### config.mk
export PLATFORM = sky130hd
export DESIGN_NAME = tone_arbiter
export DESIGN_NICKNAME = d
export VERILOG_FILES = /design/src/rtl/tone_pkg.sv /design/src/rtl/tone_arbiter_rr_picker.sv /design/src/rtl/tone_arbiter.sv
export SDC_FILE = /design/constraint.sdc
export NUM_CORES = 1
export LEC_CHECK = 0
export ABC_AREA = 1
export BUFFER_PORTS_ARGS = -buffer_cell sky130_fd_sc_hd__buf_4
export CORE_AREA = 3 3 107 109
export CTS_BUF_LIST = sky130_fd_sc_hd__clkbuf_2
export DETAILED_ROUTE_END_ITERATION = 16
export DIE_AREA = 0 0 110 112
export HOLD_SLACK_MARGIN = 0.06
export PLACE_DENSITY = 0.87
export SETUP_SLACK_MARGIN = 0.4
export SLEW_MARGIN = 20
export SYNTH_ARGS = -nofsm -noshare
export SYNTH_HDL_FRONTEND = slang
export SYNTH_SLANG_ARGS = --single-unit
### constraint.sdc
create_clock -name clk -period 7 [get_ports clk]
set_input_delay 2.1 -clock clk [delete_from_list [all_inputs] [get_ports clk]]
set_output_delay 2.1 -clock clk [all_outputs]
set_load 0.05 [all_outputs]
### src/rtl/tone_pkg.sv
`default_nettype none
// ============================================================================
// Module   : tone_pkg
// Brief    : Shared state encoding, width defaults and helpers for tone_arbiter.
// Revision : 1.0
// ============================================================================
package tone_pkg;

    localparam int FREQ_W_DEF = 32;
    localparam int DUR_W_DEF  = 32;

    localparam logic [1:0] ST_IDLE = 2'b00;
    localparam logic [1:0] ST_PLAY = 2'b01;
    localparam logic [1:0] ST_GAP  = 2'b10;

    typedef enum logic [1:0] {
        IDLE = ST_IDLE,
        PLAY = ST_PLAY,
        GAP  = ST_GAP
    } state_e;

    function automatic int id_width(input int n);
        return (n > 1) ? $clog2(n) : 1;
    endfunction

endpackage
`default_nettype wire

### src/rtl/tone_arbiter_rr_picker.sv
`default_nettype none
// ============================================================================
// Module   : rr_picker
// Brief    : Combinational round-robin winner select with optional slot-0 priority.
// Revision : 1.0
// ============================================================================
module rr_picker
    import tone_pkg::*;
#(
    parameter int NUM_REQ = 3,
    parameter int ID_W    = id_width(NUM_REQ)
) (
    input  logic [NUM_REQ-1:0] req,
    input  logic [ID_W-1:0]    last_grant,
    input  logic               prio0,
    output logic [ID_W-1:0]    winner,
    output logic               any_valid
);

    int idx;

    // Scan from farthest to nearest so the nearest valid slot after last_grant wins.
    always_comb begin
        winner    = '0;
        idx       = 0;
        any_valid = |req;
        if (!(prio0 && req[0])) begin
            for (int k = NUM_REQ; k >= 1; k--) begin
                idx = int'(last_grant) + k;
                if (idx >= NUM_REQ) begin
                    idx = idx - NUM_REQ;
                end
                if (req[ID_W'(idx)]) begin
                    winner = ID_W'(idx);
                end
            end
        end
    end

endmodule
`default_nettype wire

### src/rtl/tone_arbiter.sv
`default_nettype none
// ============================================================================
// Module   : tone_arbiter
// Brief    : Shares one tone generator between NUM_REQ note sources.
// Revision : 1.0
// ============================================================================
module tone_arbiter
    import tone_pkg::*;
#(
    parameter int NUM_REQ  = 3,
    parameter int FREQ_W   = FREQ_W_DEF,
    parameter int DUR_W    = DUR_W_DEF,
    parameter int PREEMPT  = 0,
    localparam int ID_W    = id_width(NUM_REQ)
) (
    input  logic                      clk,
    input  logic                      reset,
    input  logic [NUM_REQ-1:0]        req_valid,
    input  logic [NUM_REQ*FREQ_W-1:0] req_freq,
    input  logic [NUM_REQ*DUR_W-1:0]  req_dur,
    output logic [NUM_REQ-1:0]        req_ready,
    output logic [NUM_REQ-1:0]        req_done,
    output logic [NUM_REQ-1:0]        req_abort,
    input  logic                      stop,
    output logic                      busy,
    output logic [ID_W-1:0]           grant_id,
    output logic [FREQ_W-1:0]         tone_freq,
    output logic [DUR_W-1:0]          tone_dur,
    output logic                      tone_enable,
    input  logic                      tone_done
);

    localparam logic c_prio0 = (PREEMPT != 0);

    state_e              state_q, state_d;
    logic [ID_W-1:0]     last_grant_q, last_grant_d;
    logic [ID_W-1:0]     grant_id_q, grant_id_d;
    logic [FREQ_W-1:0]   tone_freq_q, tone_freq_d;
    logic [DUR_W-1:0]    tone_dur_q, tone_dur_d;
    logic [NUM_REQ-1:0]  done_q, done_d;
    logic [NUM_REQ-1:0]  abort_q, abort_d;

    logic [FREQ_W-1:0]   w_slot_freq [NUM_REQ];
    logic [DUR_W-1:0]    w_slot_dur  [NUM_REQ];
    logic [ID_W-1:0]     w_winner;
    logic                w_any;

    for (genvar i = 0; i < NUM_REQ; i++) begin : g_slot
        assign w_slot_freq[i] = req_freq[i*FREQ_W +: FREQ_W];
        assign w_slot_dur[i]  = req_dur[i*DUR_W +: DUR_W];
    end

    rr_picker #(
        .NUM_REQ (NUM_REQ),
        .ID_W    (ID_W)
    ) u_picker (
        .req        (req_valid),
        .last_grant (last_grant_q),
        .prio0      (c_prio0),
        .winner     (w_winner),
        .any_valid  (w_any)
    );

    always_comb begin
        state_d      = state_q;
        last_grant_d = last_grant_q;
        grant_id_d   = grant_id_q;
        tone_freq_d  = tone_freq_q;
        tone_dur_d   = tone_dur_q;
        done_d       = '0;
        abort_d      = '0;
        req_ready    = '0;
        tone_enable  = 1'b0;
        case (state_q)
            IDLE: begin
                if (!stop && w_any) begin
                    req_ready[w_winner] = 1'b1;
                    grant_id_d          = w_winner;
                    last_grant_d        = w_winner;
                    tone_freq_d         = w_slot_freq[w_winner];
                    tone_dur_d          = w_slot_dur[w_winner];
                    // A zero-length note never reaches the generator.
                    if (w_slot_dur[w_winner] == '0) begin
                        done_d[w_winner] = 1'b1;
                        state_d          = GAP;
                    end else begin
                        state_d = PLAY;
                    end
                end
            end
            PLAY: begin
                tone_enable = !stop;
                if (!stop) begin
                    if (tone_done) begin
                        done_d[grant_id_q] = 1'b1;
                        state_d            = GAP;
                    end else if (c_prio0 && req_valid[0] && (grant_id_q != '0)) begin
                        abort_d[grant_id_q] = 1'b1;
                        state_d             = GAP;
                    end
                end
            end
            GAP: begin
                state_d = IDLE;
            end
            default: begin
                state_d = IDLE;
            end
        endcase
    end

    always_ff @(posedge clk) begin
        if (reset) begin
            state_q      <= IDLE;
            last_grant_q <= ID_W'(NUM_REQ - 1);
            grant_id_q   <= '0;
            tone_freq_q  <= '0;
            tone_dur_q   <= '0;
            done_q       <= '0;
            abort_q      <= '0;
        end else begin
            state_q      <= state_d;
            last_grant_q <= last_grant_d;
            grant_id_q   <= grant_id_d;
            tone_freq_q  <= tone_freq_d;
            tone_dur_q   <= tone_dur_d;
            done_q       <= done_d;
            abort_q      <= abort_d;
        end
    end

    assign req_done  = done_q;
    assign req_abort = abort_q;
    assign busy      = (state_q != IDLE);
    assign grant_id  = grant_id_q;
    assign tone_freq = tone_freq_q;
    assign tone_dur  = tone_dur_q;

endmodule
`default_nettype wire

==> qor.yml, run 1 <==
status:
  outcome: "finished clean"
sta:
  fmax_mhz: 174
  slew_headroom_pct: 32.7
  slew_violations: 0
  rsz0062_at_grt: "no"
  period_share_pct: 82.1
  setup-violations-final: 0
  fin_crit_ns: 5.75
  hold_viol: 0
  tns_ns: 0
  clock_skew_ns: 0.0166
  worst_pin_slew_ns: 1.01
  setup_slack_ns: 1.25
final_layout:
  postLayoutCellArea_sq_um: 6670
  nets: 1193
  diodes: 0
  final_layout_size_suffix_gt1_share_pct: 30.6
  n_fill_cell: 1084
  syn_to_final_growth_pct: 48.1
  final_util_pct: 62.4
clock_tree:
  cts.path.max_buffers: 2
  postCtsSetupBuffers: 0
  clock_sinks: 72
  cts_buffers: 9
  cts_tree: "yes"
  ctsHoldBuffers: 0
  path_clk_slew_ns: 0.21
  clk_latency_ns: 0.52
  htreeDepth: 3
  clock-root-buffer: "clkbuf_2"
  cts-resized-gates: 0
grt:
  grt.met3_usage_pct: 7.83
  antenna_found_initial: 0
  grt_pass1_wl_um: 25000
  grt_pass1_vias: 5130
  grt_max_degree: 70
  use_met2_pct: 42.8
  gr-total-overflow: 0
  grt_use_total_pct: 25.4
  top_usage_layer: "met2"
  grt_use_met1_pct: 31.8
synthesis:
  synthTopCellsByArea: "dfxtp_1 32%, nand2_1 23%, nand3_1 7.1%"
  synthesis.area_sq_um: 4500
  ys_seq_area_share_pct: 32.0
  ys_types: 27
  synthTopCellsByCount: "271 x nand2_1, 79 x nor2_1, 75 x inv_1, 72 x dfxtp_1, 64 x nand3_1"
  synthFlopType: "dfxtp_1"
  synth_area_leader_cell: "dfxtp_1"
  yosysWarnings: 0
  syn_inst: 751
  synth.most_common_cell: "nand2_1"
  async_flop_share_pct: 0
  netlist.area_leader.share_pct: 32.0
  synth-seq-cells: 72
  synth_edf_count: 0
  syn_avg_cell_area_sq_um: 6.00
power_and_ir_drop:
  p_seq_share_pct: 30.2
  finalPower_w: 0.00163
  vdd_drop_max_mv: 0.186
  pwr-share-clk_pct: 16.3
  p_int_w: 0.000871
  p_sw_w: 0.000763
  power.density_nw_per_um2: 245
  combPwrFrac_pct: 53.5
  switching_share_pct: 46.7
  p_leak_nw: 3.61
critical_path:
  worst_r2r_startpoint: "last_grant_q[0]"
  reg2reg_depth: 19
  worst-setup-path-type: "in -> out"
  cp-start-kind: "input port"
  rr_endpoint: "req_done[0]"
  arrival_ns: 3.65
  reg2reg_slack_ns: 3.36
  crit_required_ns: 4.90
  setup.worst_path.end_class: "primary output"
  crit_fanout: 33
run:
  drv_cap: 0
detailed_routing:
  vias: 5626
  wire_per_inst_um: 14.3
  antenna_left: 0
  first_pass_iters: 5
  vias_per_cell: 4.95
  drtIter0Drc: 320
  drc: 0
  finalWirelength_um: 16200
placement:
  port_buffers: 272
  place_hpwl_um: 12400
  gp_congestion: 0.912
  dp_slack_ns: 1.25
  placed_area_sq_um: 6540
die:
  initial_utilization_pct: 42.1
  die_h_um: 112
  io_pins: 276
  dieArea_sq_um: 12300
  fp.coreArea_sq_um: 10700
  die-width_um: 110
  rows: 38
worst_hold_path:
  hold-path-cell-count: 3
  hold_start: "state_q[1]"
  hold_end: "req_done[1]"
  hold_path.class: "reg -> reg"
sequential cells by signal (all words and copies together), names as in the netlist:
signal and cells:
tone_dur 32, state_q 2, req_done 3, tone_freq 32, last_grant_q 2, grant_id 1
routing by layer:
metal | part of all wire [%] | up-vias | routed length [um]
met5 | 0 | - | 0
met4 | 1.5 | 0 | 242
met3 | 7.2 | 22 | 1160
met2 | 51 | 167 | 8180
met1 | 41 | 2553 | 6610
li1 | - | 2884 | -
through the flow:
stage	hold slack, ns	std cells
after floorplan	0.464	753
after global placement	0.476	1120
after detailed placement	0.481	1120
after CTS	0.504	1136
after global routing	0.550	1136
final	0.503	1136
worst max path at each step:
| stage | from | to | slack [ns] | cells past startpoint |
|---|---|---|---|---|
| global route | req_valid[2] | req_ready[1] | 1.08 | 9 |
| finish | req_valid[2] | req_ready[1] | 1.25 | 9 |
| floorplan | req_valid[1] | req_ready[2] | 1.46 | 9 |
| detailed placement | req_valid[2] | req_ready[1] | 1.25 | 9 |
| CTS | req_valid[2] | req_ready[1] | 1.26 | 9 |
| global placement | req_valid[2] | req_ready[1] | 1.33 | 9 |
cells by family after synthesis:
family	share of synthesized area (%)
AO/OA/AOI/OAI	16.8
adder cells (fa/ha/maj)	0.834
buffers and inverters	12.3
flip-flops	32.0
other	0.0833
AND/OR/NAND/NOR	38.0
final cells by class:
type / instances / area, sq um / area share, %
repair buffers: 281 / 2110 / 31.6
well taps: 140 / 175 / 2.63
flip-flops and latches: 72 / 1440 / 21.6
clock inverters: 6 / 83.8 / 1.26
clock buffers: 10 / 50.0 / 0.750
multi-input cells: 550 / 2520 / 37.8
inverters: 77 / 289 / 4.33
power by group through the flow:
stage	combinational, W	clock [W]	sequential (W)
finish	0.000874	0.000267	0.000493
floorplan	0.000432	0	0.000673
global placement	0.000865	0	0.000499
CTS	0.000875	0.000275	0.000493
global route	0.000959	0.000294	0.000500
detailed placement	0.000873	0	0.000500
critical path: stages:
cell     delay [ns]
buf_4          0.13
nand3_1        0.10
nand2_1        0.07
a21oi_2        0.16
nand2_4        0.22
nand2_2        0.42
inv_1          0.08
nor2_1         0.14
buf_4          0.22
placed cells by master (no fill, tap or decap):
cell / netlist / final
a21oi_1: 26 / 26
a21oi_2: 1 / 1
a22oi_1: 7 / 7
a31oi_1: 7 / 7
a41oi_1: 19 / 19
buf_4: 4 / 281
bufinv_16: 0 / 2
clkbuf_2: 0 / 10
clkinv_1: 0 / 2
clkinv_4: 0 / 1
clkinvlp_4: 0 / 1
conb_1: 1 / 3
dfxtp_1: 72 / 72
ha_1: 3 / 3
inv_1: 75 / 74
inv_2: 2 / 3
nand2_1: 271 / 271
nand2_2: 3 / 3
nand2_4: 1 / 1
nand3_1: 64 / 64
nand4_1: 4 / 4
nor2_1: 79 / 79
nor2_2: 1 / 1
nor3_1: 3 / 2
nor3_2: 0 / 1
o211ai_1: 25 / 25
o21ai_0: 30 / 30
o21ai_1: 2 / 2
o21bai_1: 1 / 1
Note: power is estimated with default switching activity, not from simulation.
==> run 2, diff against run 1 <==
--- a/config.mk
+++ b/config.mk
@@ -7,12 +7,12 @@
 export LEC_CHECK = 0
 export ABC_AREA = 1
 export BUFFER_PORTS_ARGS = -buffer_cell sky130_fd_sc_hd__buf_4
-export CORE_AREA = 3 3 107 109
+export CORE_MARGIN = 3
+export CORE_UTILIZATION = 45
 export CTS_BUF_LIST = sky130_fd_sc_hd__clkbuf_2
 export DETAILED_ROUTE_END_ITERATION = 16
-export DIE_AREA = 0 0 110 112
 export HOLD_SLACK_MARGIN = 0.06
-export PLACE_DENSITY = 0.87
+export PLACE_DENSITY = 0.91
 export SETUP_SLACK_MARGIN = 0.4
 export SLEW_MARGIN = 20
 export SYNTH_ARGS = -nofsm -noshare
==> constraint.sdc (replaced) <==
create_clock -name clk -period 5.3 [get_ports clk]
set_input_delay 1.59 -clock clk [delete_from_list [all_inputs] [get_ports clk]]
set_output_delay 1.59 -clock clk [all_outputs]
set_load 0.05 [all_outputs]
==> run 2 against run 1 <==
Against the previous run:
- via count increased by 0.64%
- global-route usage grew 2.2 points
- flip-flop and latch count unchanged
==> qor.yml, run 2 (synthesized netlist as in run 1, its figures left out) <==
status:
  outcome: "finished clean"
final_layout:
  mostFrequentLayoutCells: "280 x buf_4, 271 x nand2_1, 79 x nor2_1"
  final_layout_size_suffix_gt1_share_pct: 30.6  # unchanged
  syn_to_final_growth_pct: 48.0  # about the same
  diodes: 0  # unchanged
  final_util_pct: 70.5  # +8.1 points
  n_fill_cell: 863  # -20%
  layout.cells.most_common: "buf_4"
  postLayoutCellArea_sq_um: 6670  # about the same
  nets: 1193  # unchanged
sta:
  fmax_mhz: 225
  hold_viol: 0  # unchanged
  slew_headroom_pct: 30.8  # -1.9 points
  tns_ns: 0  # unchanged
  fin_crit_ns: 4.44
  worst_pin_slew_ns: 1.04  # +0.0285 ns
  rsz0062_at_grt: "no"
  slew_violations: 0  # unchanged
  setup-violations-final: 0  # unchanged
  period_share_pct: 83.8
  clock_skew_ns: 0.0414  # +0.0248 ns
clock_tree:
  clock_sinks: 72  # unchanged
  postCtsSetupBuffers: 0  # unchanged
  cts-resized-gates: 0  # unchanged
  ctsHoldBuffers: 0  # unchanged
  path_clk_slew_ns: 0.18  # -0.03 ns
  htreeDepth: 3  # unchanged
  cts.path.max_buffers: 2  # unchanged
  cts_buffers: 9  # unchanged
  clk_latency_ns: 0.51  # about the same
  clock-root-buffer: "clkbuf_2"
  cts_tree: "yes"
critical_path:
  arrival_ns: 2.85  # -0.80 ns
  worst-setup-path-type: "in -> out"
  crit_required_ns: 3.71  # -1.19 ns
  crit_fanout: 33  # unchanged
  setup.worst_path.end_class: "primary output"
  cp-start-kind: "input port"
detailed_routing:
  wire_per_inst_um: 14.4  # +0.79%
  drc: 0  # unchanged
  drtIter0Drc: 346  # +8.1%
  vias_per_cell: 5.03  # +1.6%
  first_pass_iters: 5  # unchanged
  finalWirelength_um: 16200  # -0.19%
  antenna_left: 0  # unchanged
  vias: 5662  # +0.64%
grt:
  antenna_found_initial: 0  # unchanged
  grt_use_total_pct: 27.6  # +2.2 points
  grt_max_degree: 70  # unchanged
  grt_pass1_vias: 5269  # +2.7%
  grt_pass1_wl_um: 25200  # +1.1%
  gr-total-overflow: 0  # unchanged
die:
  io_pins: 276  # unchanged
  dieArea_sq_um: 11200  # -8.7%
  initial_utilization_pct: 47.6  # +5.5 points
  fp.coreArea_sq_um: 9460  # -12%
  die_h_um: 106  # -5.3%
  rows: 35  # -7.9%
  die-width_um: 106  # -3.6%
worst_hold_path:
  hold_path.class: "reg -> reg"
power_and_ir_drop:
  vdd_drop_max_mv: 0.225  # +21%
  power.density_nw_per_um2: 324  # +32%
  p_leak_nw: 3.62  # +0.22%
  finalPower_w: 0.00216  # +32%
placement:
  placed_area_sq_um: 6540  # about the same
  gp_congestion: 0.935  # +2.5%
  port_buffers: 272  # unchanged
  place_hpwl_um: 12400  # about the same
run:
  drv_cap: 0  # unchanged
run 2: cell count changes in the layout (fill, tap and decap cells not counted):
cell / before / now
clkinvlp_4: 1 / 0
clkbuf_2: 10 / 9
clkinv_2: 0 / 2
buf_4: 281 / 280
buf_12: 0 / 1
run 2: worst paths after layout:
kind	startpoint	to	slack [ns]	depth (start not counted)
max reg2reg	last_grant_q[0]	req_done[1]	1.95	19
min	state_q[1]	req_done[1]	0.52	3
min reg2reg	state_q[1]	req_done[1]	0.52	3
max	req_valid[2]	req_ready[1]	0.86	9
run 2: metrics by stage:
stage	instances	worst slack, ns	hold WS [ns]
6_report	1125	0.860	0.518
5_1_grt	1125	0.643	0.536
4_1_cts	1125	0.869	0.515
3_5_place_dp	1109	0.876	0.484
3_3_place_gp	1109	0.899	0.483
2_1_floorplan	753	0.781	0.464
run 2: worst max-delay path, stage by stage:
cell and delay (ns):
buf_4 0.12, nand3_1 0.10, nand2_1 0.07, a21oi_2 0.16, nand2_4 0.22, nand2_2 0.18, inv_1 0.05, nor2_1 0.12
buf_4 0.24
run 2: cell type report:
class	count	area [sq um]	share of cell area, %
Multi-Input combinational cell	550	2520	37.8
Clock buffer	9	45.0	0.676
Tap cell	129	161	2.42
Sequential cell	72	1440	21.6
Inverter	77	289	4.34
Timing Repair Buffer	281	2120	31.8
Clock inverter	7	86.3	1.30
run 2: metal layers:
metal  share of wire, %  GRT usage [%]
met1                 41           33.3
met2                 50           47.8
met3                7.3           8.26
met4                2.2           7.59
met5                  0              0
run 2: power breakdown:
part	switching (W)	internal [W]
clock network	0.000193	0.000153
registers	0.0000385	0.000611
logic	0.000775	0.000387
==> run 3, diff against run 2 <==
--- a/config.mk
+++ b/config.mk
@@ -5,14 +5,14 @@
 export SDC_FILE = /design/constraint.sdc
 export NUM_CORES = 1
 export LEC_CHECK = 0
-export ABC_AREA = 1
+export ABC_AREA = 0
 export BUFFER_PORTS_ARGS = -buffer_cell sky130_fd_sc_hd__buf_4
-export CORE_MARGIN = 3
-export CORE_UTILIZATION = 45
+export CORE_AREA = 3 3 107 109
 export CTS_BUF_LIST = sky130_fd_sc_hd__clkbuf_2
 export DETAILED_ROUTE_END_ITERATION = 16
+export DIE_AREA = 0 0 110 112
 export HOLD_SLACK_MARGIN = 0.06
-export PLACE_DENSITY = 0.91
+export PLACE_DENSITY = 0.82
 export SETUP_SLACK_MARGIN = 0.4
 export SLEW_MARGIN = 20
 export SYNTH_ARGS = -nofsm -noshare
==> constraint.sdc (replaced) <==
create_clock -name clk -period 3.9 [get_ports clk]
set_input_delay 1.17 -clock clk [delete_from_list [all_inputs] [get_ports clk]]
set_output_delay 1.17 -clock clk [all_outputs]
set_load 0.05 [all_outputs]
==> run 3 against run 2 <==
Against the previous run:
- synthesized cell count is 38% lower
- final cell count is 22% lower
- highest routed layer unchanged
- first-iteration DRC count is 18% lower
- via count is 16% lower
- power is 24% higher
- non-clock buffer count is 18 higher
- combinational power is 10% higher
- clock skew is 0.0075 ns lower
- routed wire length is 0.19% lower
- synthesized area is 16% lower
- largest cell class unchanged
- critical path type is now reg -> out
==> qor.yml, run 3 <==
synthesis:
  synthFlopType: "dfxtp_1"
  synth.most_common_cell: "nor2_1"
  synthTopCellsByArea: "dfxtp_1 38%, a221o_1 14%, nor2_1 9.7%"
  synth_compound_gate_area_share_pct: 27.5  # +11 points
  synth_fa_ha_area_share_pct: 0.996  # +0.16 points
  synthesis.area_sq_um: 3770  # -16%
  synth_xor_area_share_pct: 0  # unchanged
  yosysWarnings: 0  # unchanged
  ys_types: 40  # +48%
  async_flop_share_pct: 0  # unchanged
  synth_simple_gate_area_share_pct: 27.0  # -11 points
  netlist.area_leader.share_pct: 38.2  # +6.2 points
  synth-seq-cells: 72  # unchanged
  synth_area_leader_cell: "dfxtp_1"
  ys_seq_area_share_pct: 38.2  # +6.2 points
  synthMuxAreaShare_pct: 0.266  # +0.27 points
  syn_inst: 466  # -38%
  synth_top_family_by_area: "compound AO/OA/AOI/OAI gates"
  syn_avg_cell_area_sq_um: 8.09  # +35%
  synth_edf_count: 0  # unchanged
  synthTopCellsByCount: "97 x nor2_1, 72 x dfxtp_1, 63 x nor3_1, 54 x a221o_1, 39 x clkbuf_1"
sta:
  fin_crit_ns: 3.47
  tns_ns: 0  # unchanged
  hold_viol: 0  # unchanged
  clock_skew_ns: 0.0339  # -0.00752 ns
  slew_headroom_pct: 65.7  # +35 points
  setup-violations-final: 0  # unchanged
  slew_violations: 0  # unchanged
  period_share_pct: 89.1
  hold_slack_ns: 0.505  # -0.0131 ns
  fmax_mhz: 288
  rsz0062_at_grt: "yes"
  worst_pin_slew_ns: 0.513  # -0.524 ns
clock_tree:
  cts_tree: "yes"
  clock_sinks: 72  # unchanged
  clock-root-buffer: "clkbuf_2"
  path_clk_slew_ns: 0.19  # about the same
  clk_latency_ns: 0.50  # about the same
  cts.path.max_buffers: 2  # unchanged
  htreeDepth: 3  # unchanged
  cts_buffers: 9  # unchanged
grt:
  grt_pass1_wl_um: 22300  # -11%
  top_usage_layer: "met2"
  antenna_found_initial: 0  # unchanged
  grt_pass1_vias: 4571  # -13%
  grt_use_met1_pct: 23.2  # -10 points
  use_met2_pct: 44.5  # -3.3 points
  grt.met3_usage_pct: 5.74  # -2.5 points
  grt_max_degree: 42  # -40%
  grt_use_total_pct: 23.2  # -4.4 points
  gr-total-overflow: 0  # unchanged
critical_path:
  setup.worst_path.end_class: "primary output"
  cp-start-kind: "flip-flop"
  crit_slowest_cell: "dfxtp_4"
  crit_top_cell: "clkinvlp_4"
  crit_chain: "clkinvlp_4 -> ha_4 -> clkinvlp_4 -> o311ai_4 -> nor2_2 -> nor3_4 -> buf_6"
  cp.buffers_inverters: 3  # unchanged
  crit_required_ns: 2.73  # -0.98 ns
  worst-setup-path-type: "reg -> out"
  path_delay_family: "buffers and inverters"
  crit_fanout: 4  # -88%
  slowest_delay_ns: 0.41  # +0.17 ns
  arrival_ns: 2.30  # -0.55 ns
worst_hold_path:
  hold_path.class: "reg -> reg"
power_and_ir_drop:
  power.density_nw_per_um2: 423  # +31%
  vdd_drop_max_mv: 0.189  # -16%
  p_leak_nw: 3.00  # -17%
final_layout:
  final_cells: 875  # -22%
  n_fill_cell: 937  # +8.6%
  multi_input_area_sq_um: 2270  # -9.8%
  syn_to_final_growth_pct: 68.1
  nets: 932  # -22%
  diodes: 0  # unchanged
  mostFrequentLayoutCells: "297 x buf_4, 95 x nor2_1, 70 x dfxtp_1"
  register_area_sq_um: 1450  # +0.52%
  postLayoutCellArea_sq_um: 6340  # -5.0%
  layout.cells.most_common: "buf_4"
  final_layout_size_suffix_gt1_share_pct: 46.3  # +16 points
die:
  dieArea_sq_um: 12300  # +9.6%
  io_pins: 276  # unchanged
  fp.coreArea_sq_um: 10700  # +13%
  rows: 38  # +8.6%
  die_h_um: 112  # +5.6%
  initial_utilization_pct: 35.2  # -12 points
  die-width_um: 110  # +3.7%
detailed_routing:
  antenna_left: 0  # unchanged
  vias_per_cell: 5.46  # +8.5%
  vias: 4779  # -16%
  first_pass_iters: 4  # -1
  finalWirelength_um: 16100  # -0.19%
  wire_per_inst_um: 18.4  # +28%
  drtIter0Drc: 283  # -18%
  drc: 0  # unchanged
placement:
  placed_area_sq_um: 5960  # -8.8%
  place_hpwl_um: 12300  # -0.38%
  placed_cells: 844  # -24%
  port_buffers: 272  # unchanged
  gp_congestion: 0.932  # -0.32%
run:
  drv_cap: 0  # unchanged
status:
  outcome: "finished clean"
[run 3: changes by cell type in the layout (fill, tap and decap cells not counted), moves of 16 or more]
cell      delta
nand3_1     -64
nor2_1      +16
a221o_1     +54
and3_1      +29
buf_4       +17
a41oi_1     -19
o21ai_0     -30
o211ai_1    -25
inv_1       -72
nor3_1      +57
nand2_1    -270
[run 3: layout make-up]
type / instances / share of cell area (%)
Tap cell: 140 / 2.76
Sequential cell: 72 / 22.9
Inverter: 4 / 0.355
Clock inverter: 7 / 1.74
Multi-Input combinational cell: 344 / 35.9
Timing Repair Buffer: 299 / 35.7
Clock buffer: 9 / 0.711
[run 3: kinds of logic after synthesis]
family / Yosys count
simple gates: 211
compound gates: 125
flops: 72
buf+inv: 53
fa+ha+maj: 3
mux: 1
other cells: 1
[run 3: worst register-to-register path, stage by stage (launching register included)]
cell and delay [ns]:
dfxtp_4 0.41, clkinvlp_4 0.13, ha_4 0.31, clkinvlp_4 0.13
buf_4 0.16, o311a_2 0.49, and3_1 0.22, a221o_1 0.27
nor4_1 0.38, nand4_1 0.24, nor4b_4 0.35, a32o_1 0.18
[run 3: path summary, 6_finish.rpt]
check                       start  slack, ns             to  cells after the start
setup / recovery  last_grant_q[0]       0.43   req_ready[0]                      7
hold / removal      tone_freq[11]       0.50  tone_freq[11]                      2
setup reg to reg  last_grant_q[0]       0.60    req_done[2]                     11
hold reg to reg     tone_freq[11]       0.50  tone_freq[11]                      2
[run 3: power by group]
group | internal, W | total [W] | switching, W
sequential | 0.000817 | 0.000861 | 0.0000443
clock | 0.000271 | 0.000539 | 0.000268
combinational | 0.000503 | 0.00128 | 0.000778
[run 3: layer usage]
layer | wire length (um) | share of wire [%]
met1 | 5840 | 36
met5 | 0 | 0
met4 | 508 | 3.1
met3 | 1330 | 8.2
met2 | 8460 | 52
[run 3: timing repair]
item,CTS,global route
setup buffers,0,14
hold buffers,0,0
pin swaps,0,9
gates cloned,0,1
setup endpoints to repair,3,7
resized for setup,13,8
[run 3: stage by stage]
stage | power [W] | setup slack (ns) | utilization (%)
global route | 0.00281 | 0.312 | 59.2
global placement | 0.00207 | 0.238 | 55.7
floorplan | 0.00167 | 0.277 | -
detailed placement | 0.00209 | 0.173 | 55.7
finish | 0.00268 | 0.425 | 59.2
CTS | 0.00265 | 0.327 | 57.9
